File: src/rtl/lab_rom_arbiter.sv
// Two-port read arbiter for the labyrinth map ROM: port 0 (VGA) has priority,
// port 1 (collision checker) is protected from starvation; fixed 2-cycle read latency.
module lab_rom_arbiter #(
    parameter int DATA_WIDTH = 12,
    parameter int ADDR_WIDTH = 8,
    parameter int ROM_SIZE   = 220,
    parameter int MAX_WAIT   = 4
) (
    input  logic                  clk,
    input  logic                  reset,
    input  logic                  req0,
    input  logic [ADDR_WIDTH-1:0] addr0,
    output logic                  ack0,
    output logic                  rvalid0,
    output logic [DATA_WIDTH-1:0] rdata0,
    output logic                  rerr0,
    input  logic                  req1,
    input  logic [ADDR_WIDTH-1:0] addr1,
    output logic                  ack1,
    output logic                  rvalid1,
    output logic [DATA_WIDTH-1:0] rdata1,
    output logic                  rerr1,
    output logic [ADDR_WIDTH-1:0] rom_addr,
    input  logic [DATA_WIDTH-1:0] rom_data
);

    localparam logic [3:0]          WAIT_LIMIT = 4'(MAX_WAIT);
    localparam logic [ADDR_WIDTH:0] ROM_LIMIT  = (ADDR_WIDTH + 1)'(ROM_SIZE);

    logic [3:0]            wait_cnt;
    logic                  force1;
    logic                  grant0;
    logic                  grant1;
    logic                  grant_any;
    logic [ADDR_WIDTH-1:0] grant_addr;
    logic                  grant_oor;

    logic                  a_valid;
    logic                  a_port;
    logic                  a_oor;

    logic                  rvalid0_q;
    logic                  rvalid1_q;
    logic [DATA_WIDTH-1:0] rdata0_q;
    logic [DATA_WIDTH-1:0] rdata1_q;
    logic                  rerr0_q;
    logic                  rerr1_q;

    // Grant: a starved port 1 overrides port 0's priority; nothing is granted in reset.
    always_comb begin
        force1     = req1 && (wait_cnt == WAIT_LIMIT);
        grant1     = !reset && req1 && (force1 || !req0);
        grant0     = !reset && req0 && !force1;
        grant_any  = grant0 || grant1;
        grant_addr = grant1 ? addr1 : addr0;
        grant_oor  = ({1'b0, grant_addr} >= ROM_LIMIT);
        rom_addr   = (grant_any && !grant_oor) ? grant_addr : '0;
    end

    assign ack0 = grant0;
    assign ack1 = grant1;

    always_ff @(posedge clk) begin
        if (reset) begin
            wait_cnt <= '0;
        end else if (!req1 || grant1) begin
            wait_cnt <= '0;
        end else if (wait_cnt != WAIT_LIMIT) begin
            wait_cnt <= wait_cnt + 4'd1;
        end
    end

    // Stage A follows the read the ROM is performing this cycle.
    always_ff @(posedge clk) begin
        if (reset) begin
            a_valid <= 1'b0;
            a_port  <= 1'b0;
            a_oor   <= 1'b0;
        end else begin
            a_valid <= grant_any;
            a_port  <= grant1;
            a_oor   <= grant_oor;
        end
    end

    // Return stage: only the owning port's registers load, so the other port holds.
    always_ff @(posedge clk) begin
        if (reset) begin
            rvalid0_q <= 1'b0;
            rvalid1_q <= 1'b0;
            rdata0_q  <= '0;
            rdata1_q  <= '0;
            rerr0_q   <= 1'b0;
            rerr1_q   <= 1'b0;
        end else begin
            rvalid0_q <= a_valid && !a_port;
            rvalid1_q <= a_valid && a_port;
            if (a_valid && !a_port) begin
                rdata0_q <= a_oor ? '0 : rom_data;
                rerr0_q  <= a_oor;
            end
            if (a_valid && a_port) begin
                rdata1_q <= a_oor ? '0 : rom_data;
                rerr1_q  <= a_oor;
            end
        end
    end

    // Registered outputs are masked so everything reads zero while reset is held.
    always_comb begin
        rvalid0 = rvalid0_q && !reset;
        rvalid1 = rvalid1_q && !reset;
        rdata0  = reset ? '0 : rdata0_q;
        rdata1  = reset ? '0 : rdata1_q;
        rerr0   = rerr0_q && !reset;
        rerr1   = rerr1_q && !reset;
    end

endmodule

File: config.mk
export PLATFORM = sky130hd
export DESIGN_NAME = lab_rom_arbiter
export DESIGN_NICKNAME = d
export VERILOG_FILES = /design/src/rtl/lab_rom_arbiter.sv
export SDC_FILE = /design/constraint.sdc
export NUM_CORES = 1
export LEC_CHECK = 0
export BUFFER_PORTS_ARGS = -buffer_cell sky130_fd_sc_hd__buf_2
export CAP_MARGIN = 30
export CORE_MARGIN = 3
export CORE_UTILIZATION = 50
export DETAILED_ROUTE_END_ITERATION = 16
export PLACE_DENSITY = 0.95
export SYNTH_ARGS = -nofsm -noshare
export SYNTH_HDL_FRONTEND = slang
export SYNTH_SLANG_ARGS = --single-unit
File: constraint.sdc
create_clock -name clk -period 3.8 [get_ports clk]
set_input_delay 0.38 -clock clk [delete_from_list [all_inputs] [get_ports clk]]
set_output_delay 0.38 -clock clk [all_outputs]
set_load 0.02 [all_outputs]
# After elaboration in Yosys (flattened, before gate mapping)
# Cells that the tools add are included.
[totals]
word_cells = 41
reg_bits = 35
ramBits = 0
n_memories = 0
latchBits = 0
mem_bits_ro = 0
[op_classes]
n_shift = 0
addsub = 1
mul = 0
div_mod_pow = 0
bitwise_logic = 0
eq_ne = 2
muxes = 5
magnitude_cmp = 1
reduce_logical = 22
[op_table]
columns = ["operator", "n"]
rows = [
  ["two-way mux 12 bit", 3],
  ["two-way mux 8 bit", 2],
  ["logical AND 1 bit", 12],
  [">= comparator 8 bit (second input constant)", 1],
  ["zero test 1 bit", 6],
  ["adder 4 x 1 -> 4 bit (second input constant)", 1],
  ["equality test 4 x 3 -> 1 bit (second input constant)", 1],
  ["inequality test 4 x 3 -> 1 bit (second input constant)", 1],
  ["logical OR 1 bit", 3],
  ["OR reduction 2 bit", 1],
]

# Depth between registers and ports, before layout
[depth]
ltp_word = 9
mapped_depth = 7

# Worst setup path after synthesis
# No wires, ideal clock.
[synth_path]
kind = "register to output"
start = "reg wait_cnt[0]"
end = "out rom_addr[5]"
setup_slack_ns = 1.702
path_stages_with_launch = 8
arrival_ns = 1.718
required_time_ns = 3.420
path_buffers = 1
path_cell_list = "dfxtp_1 > inv_1 > ha_1 > and3b_1 > o211a_4 > buf_6 > nand3b_1 > a21boi_1"
[synth_via]
elab_chain_len = 9
word_cells_on_any_way = 12
cone_classes = "order compare (1); eq/ne (1); mux (2); reduce/logical (8)"
[synth_rtl]
columns = ["item", "line", "source"]
rows = [
  ["start, declared", "30", "logic [3:0] wait_cnt;"],
  ["start signal, assigned", "69", "wait_cnt <= wait_cnt + 4'd1;"],
  ["equality test 4 x 3 -> 1 bit *", "51", "force1 = req1 && (wait_cnt == WAIT_LIMIT);"],
  ["logical AND 1 bit *", "51", ""],
  ["logical OR 1 bit *", "52", "grant1 = !reset && req1 && (force1 || !req0);"],
  ["logical AND 1 bit *", "52", ""],
  ["named net ack1", "19", "output logic ack1,"],
  ["two-way mux 8 bit", "55", "grant_addr = grant1 ? addr1 : addr0;"],
  [">= comparator 8 bit", "56", "grant_oor = ({1'b0, grant_addr} >= ROM_LIMIT);"],
  ["zero test 1 bit", "57", "rom_addr = (grant_any && !grant_oor) ? grant_addr : '0;"],
  ["logical AND 1 bit", "57", ""],
  ["two-way mux 8 bit *", "57", ""],
  ["end, declared", "23", "output logic [ADDR_WIDTH-1:0] rom_addr,"],
]
# The timed path passes the listed nets; every way through them passes the cells marked *.

# Final worst setup path
[layout_path]
start = "reg wait_cnt[0]"
end = "out rom_addr[0]"
[layout_via]
elab_chain_len = 9
word_cells_on_any_way = 12
cone_classes = "order compare (1); eq/ne (1); mux (2); reduce/logical (8)"
[layout_rtl]
columns = ["item", "line"]
rows = [
  ["equality test 4 x 3 -> 1 bit *", "51"],
  ["logical AND 1 bit *", "51"],
  ["logical OR 1 bit", "52"],
  ["logical AND 1 bit", "52"],
  ["two-way mux 8 bit", "55"],
  [">= comparator 8 bit", "56"],
  ["zero test 1 bit", "57"],
  ["logical AND 1 bit", "57"],
  ["two-way mux 8 bit *", "57"],
]
# Every way passes the cells marked *; elsewhere a longest branch is shown, timed or not.

==> flow_summary.yaml <==
final_layout:
  fin_nets: 273
  n_fill_cell: 250
  post-route-util_pct: 68.7
  drive_above_1_share_pct: 32.9
  final-seq-area_um2: 701
  area_growth_pct: 25.1
  insertedDiodeCount: 0
  multiInputGateArea_um2: 826
global_routing:
  grt_max_degree: 36
  grtUsageTotal_pct: 20.3
  grt.overflow.total: 0
  grt_first_pass_wirelength_um: 6500
  antenna_found_initial: 0
  grt_pass1_vias: 1480
setup_path:
  crit_chain: "inv_1 -> ha_1 -> and3b_1 -> o211a_4 -> nor2_1 -> a31o_1 -> buf_2"
  end_kind: "output pin"
  crit_path_start_kind: "flop"
  slowest_delay_ns: 0.38
  critPathRequiredTime_ns: 3.42
  critPathSlowestCell: "dfxtp_1"
  cp.buffers_inverters: 2
  cp_top_family: "simple AND/OR/NAND/NOR gates"
  cp_max_fo: 12
  cp.arrival_ns: 2.23
  path_class: "flop to output pin"
detailed_routing:
  drt_iter0_markers: 76
  viasPerCell: 5.31
  firstDrtPassIters: 4
  antenna_left: 0
  routedWlPerCell_um: 13.7
  totalWireLength_um: 3860
  dr_total_vias: 1498
  drcViolationCount: 0
placed_design:
  dpl_worst_slack_ns: 1.43
  gp_congestion: 0.819
  io_buffers: 69
  dp_hpwl_um: 2880
sta:
  fin_skew_ns: 0.00956
  fmax_mhz: 383
  period_needed_ns: 2.61
  relSlewSlack_pct: 36.8
  finalMaxSlewViolations: 0
  post-route-period-util_pct: 68.8
  rsz0062_at_grt: "false"
  finalHoldViolCount: 0
  tns_ns: 0
  worst_pin_slew_ns: 0.945
  setup_slack_ns: 1.19
  finalSetupViolCount: 0
run:
  drv_cap: 0
clock_tree:
  cts_root_buf: "clkbuf_4"
  cts_sinks: 35
  cts_tree: "yes"
  clkLatencyLatePin_ns: 0.33
  holdBufCountCts: 0
  cts-htree-levels: 2
  clockBufferDepth: 2
  post_cts_resized: 0
  cts_made_buffers: 5
  path_clk_slew_ns: 0.10
  postCtsSetupBuffers: 0
run_status:
  status: "complete, no violations"
synth:
  async_flop_share_pct: 0
  synth_nets: 207
  synth_area_per_cell_um2: 9.21
  synth_cells: 173
  ys.flop_type: "dfxtp_1"
  ys_warn_count: 0
  synth_seq_cells: 35
  synth_edf_count: 0
  seq_area_frac_synth_pct: 44.0
  mappedNetlistArea_mm2: 0.00159
  ys_types: 32
floorplan:
  die_y_um: 62.4
  die_w_um: 62.4
  coreArea_mm2: 0.00290
  die_area_mm2: 0.00390
  start_util_pct: 54.9
  io_pins: 70
  rows: 19
worst_hold_path:
  hold_path.class: "input port to flop"
power_and_ir_drop:
  power_density_mw_per_mm2: 357
  leakage_uw: 0.00100
  total_power_uw: 711
  vdd_drop_max_v: 0.000293
==> layout make-up <==
cell class | instances | area share, %
Tap cell | 42 | 2.64
Multi-Input combinational cell | 123 | 41.4
Timing Repair Buffer | 69 | 17.3
Inverter | 5 | 0.942
Clock inverter | 1 | 0.251
Clock buffer | 7 | 2.26
Sequential cell | 35 | 35.2
==> metrics by stage <==
stage | hold slack, ns | instance area [um2] | instances
after floorplan | 0.432 | 1590 | 173
after global placement | 0.457 | 1940 | 274
after detailed placement | 0.463 | 1940 | 274
after CTS | 0.308 | 1990 | 282
after global routing | 0.313 | 1990 | 282
final | 0.313 | 1990 | 282
==> report_power, final <==
part	total, uW	internal, uW	switching, uW
combinational	133	55.7	76.9
sequential	391	386	4.95
clock	188	72.1	116
total	711	514	197
==> cells in the mapped netlist (2+ instances only) <==
cell       number  area share [%]
nor2b_1        30              12
ha_1            2             1.6
nand2_1        15             3.5
nand3b_1        2            0.94
and3_1          6             2.4
inv_1           5             1.2
nor2_1          7             1.6
nand3_1         5             1.6
a2bb2oi_1      25              14
dfxtp_1        35              44
nand2b_1        3             1.2
o21ai_0         2            0.63
nor3_1          2            0.63
clkbuf_1        6             1.4
buf_2           2            0.63
a21oi_1         5             1.6
a31o_1          6             3.3
==> state kept, by name, summed over array words and instances, names as in the netlist <==
signal     flops
a_oor          1
rerr1_q        1
a_valid        1
a_port         1
rerr0_q        1
rdata0_q      12
rdata1_q      12
rvalid0_q      1
wait_cnt       4
rvalid1_q      1
==> path summary, 6_finish.rpt <==
check / start / depth (start not counted) / endpoint / slack [ns]
max: wait_cnt[0] / 7 / rom_addr[0] / 1.19
min: rom_data[8] / 3 / rdata1_q[8] / 0.31
max reg2reg: a_valid / 3 / rdata1_q[5] / 1.95
min reg2reg: rdata0_q[8] / 2 / rdata0_q[8] / 0.48
==> cell families (layout without fill, tap and decap cells) <==
| group | Yosys count | in the layout | share of synthesized area, % |
|---|---|---|---|
| AOI/OAI and AO/OA | 44 | 44 | 22.9 |
| muxes | 2 | 2 | 1.34 |
| and+or+nand+nor | 75 | 75 | 26.1 |
| DFF | 35 | 35 | 44.0 |
| buffers and inverters | 15 | 82 | 4.16 |
| adders and majority gates | 2 | 2 | 1.57 |
==> cell usage in the layout, fill, tap and decap left out, drive strengths merged <==
cell type and n:
mux2 1, o21ai 2, and3b 1, ha 2, o211a 2, and2 2, clkinv 1, buf 69
a2bb2oi 25, a31oi 1, a211oi 1, mux2i 1, a31o 7, nand2 15, nor2 7, nand2b 3
clkbuf 7, nor3 3, inv 5, nor2b 30, nor3b 1, a21oi 5, nand3b 2, nand3 5
dfxtp 35, and3 6, a21boi 1
==> worst reg2reg max path, delay by kind of cell (launching register included) <==
kind / cells / cell delay (ns)
flip-flops: 1 / 0.37
AND/OR/NAND/NOR: 2 / 1.21
AO/OA/AOI/OAI: 1 / 0.20
==> per-layer routing <==
| metal | track usage, % | part of all wire (%) |
|---|---|---|
| met5 | 0 | 0 |
| met4 | 9.64 | 2.0 |
| met3 | 3.78 | 5.6 |
| met2 | 35.2 | 53 |
| met1 | 24.0 | 40 |
(Power assumes the default switching activity.)
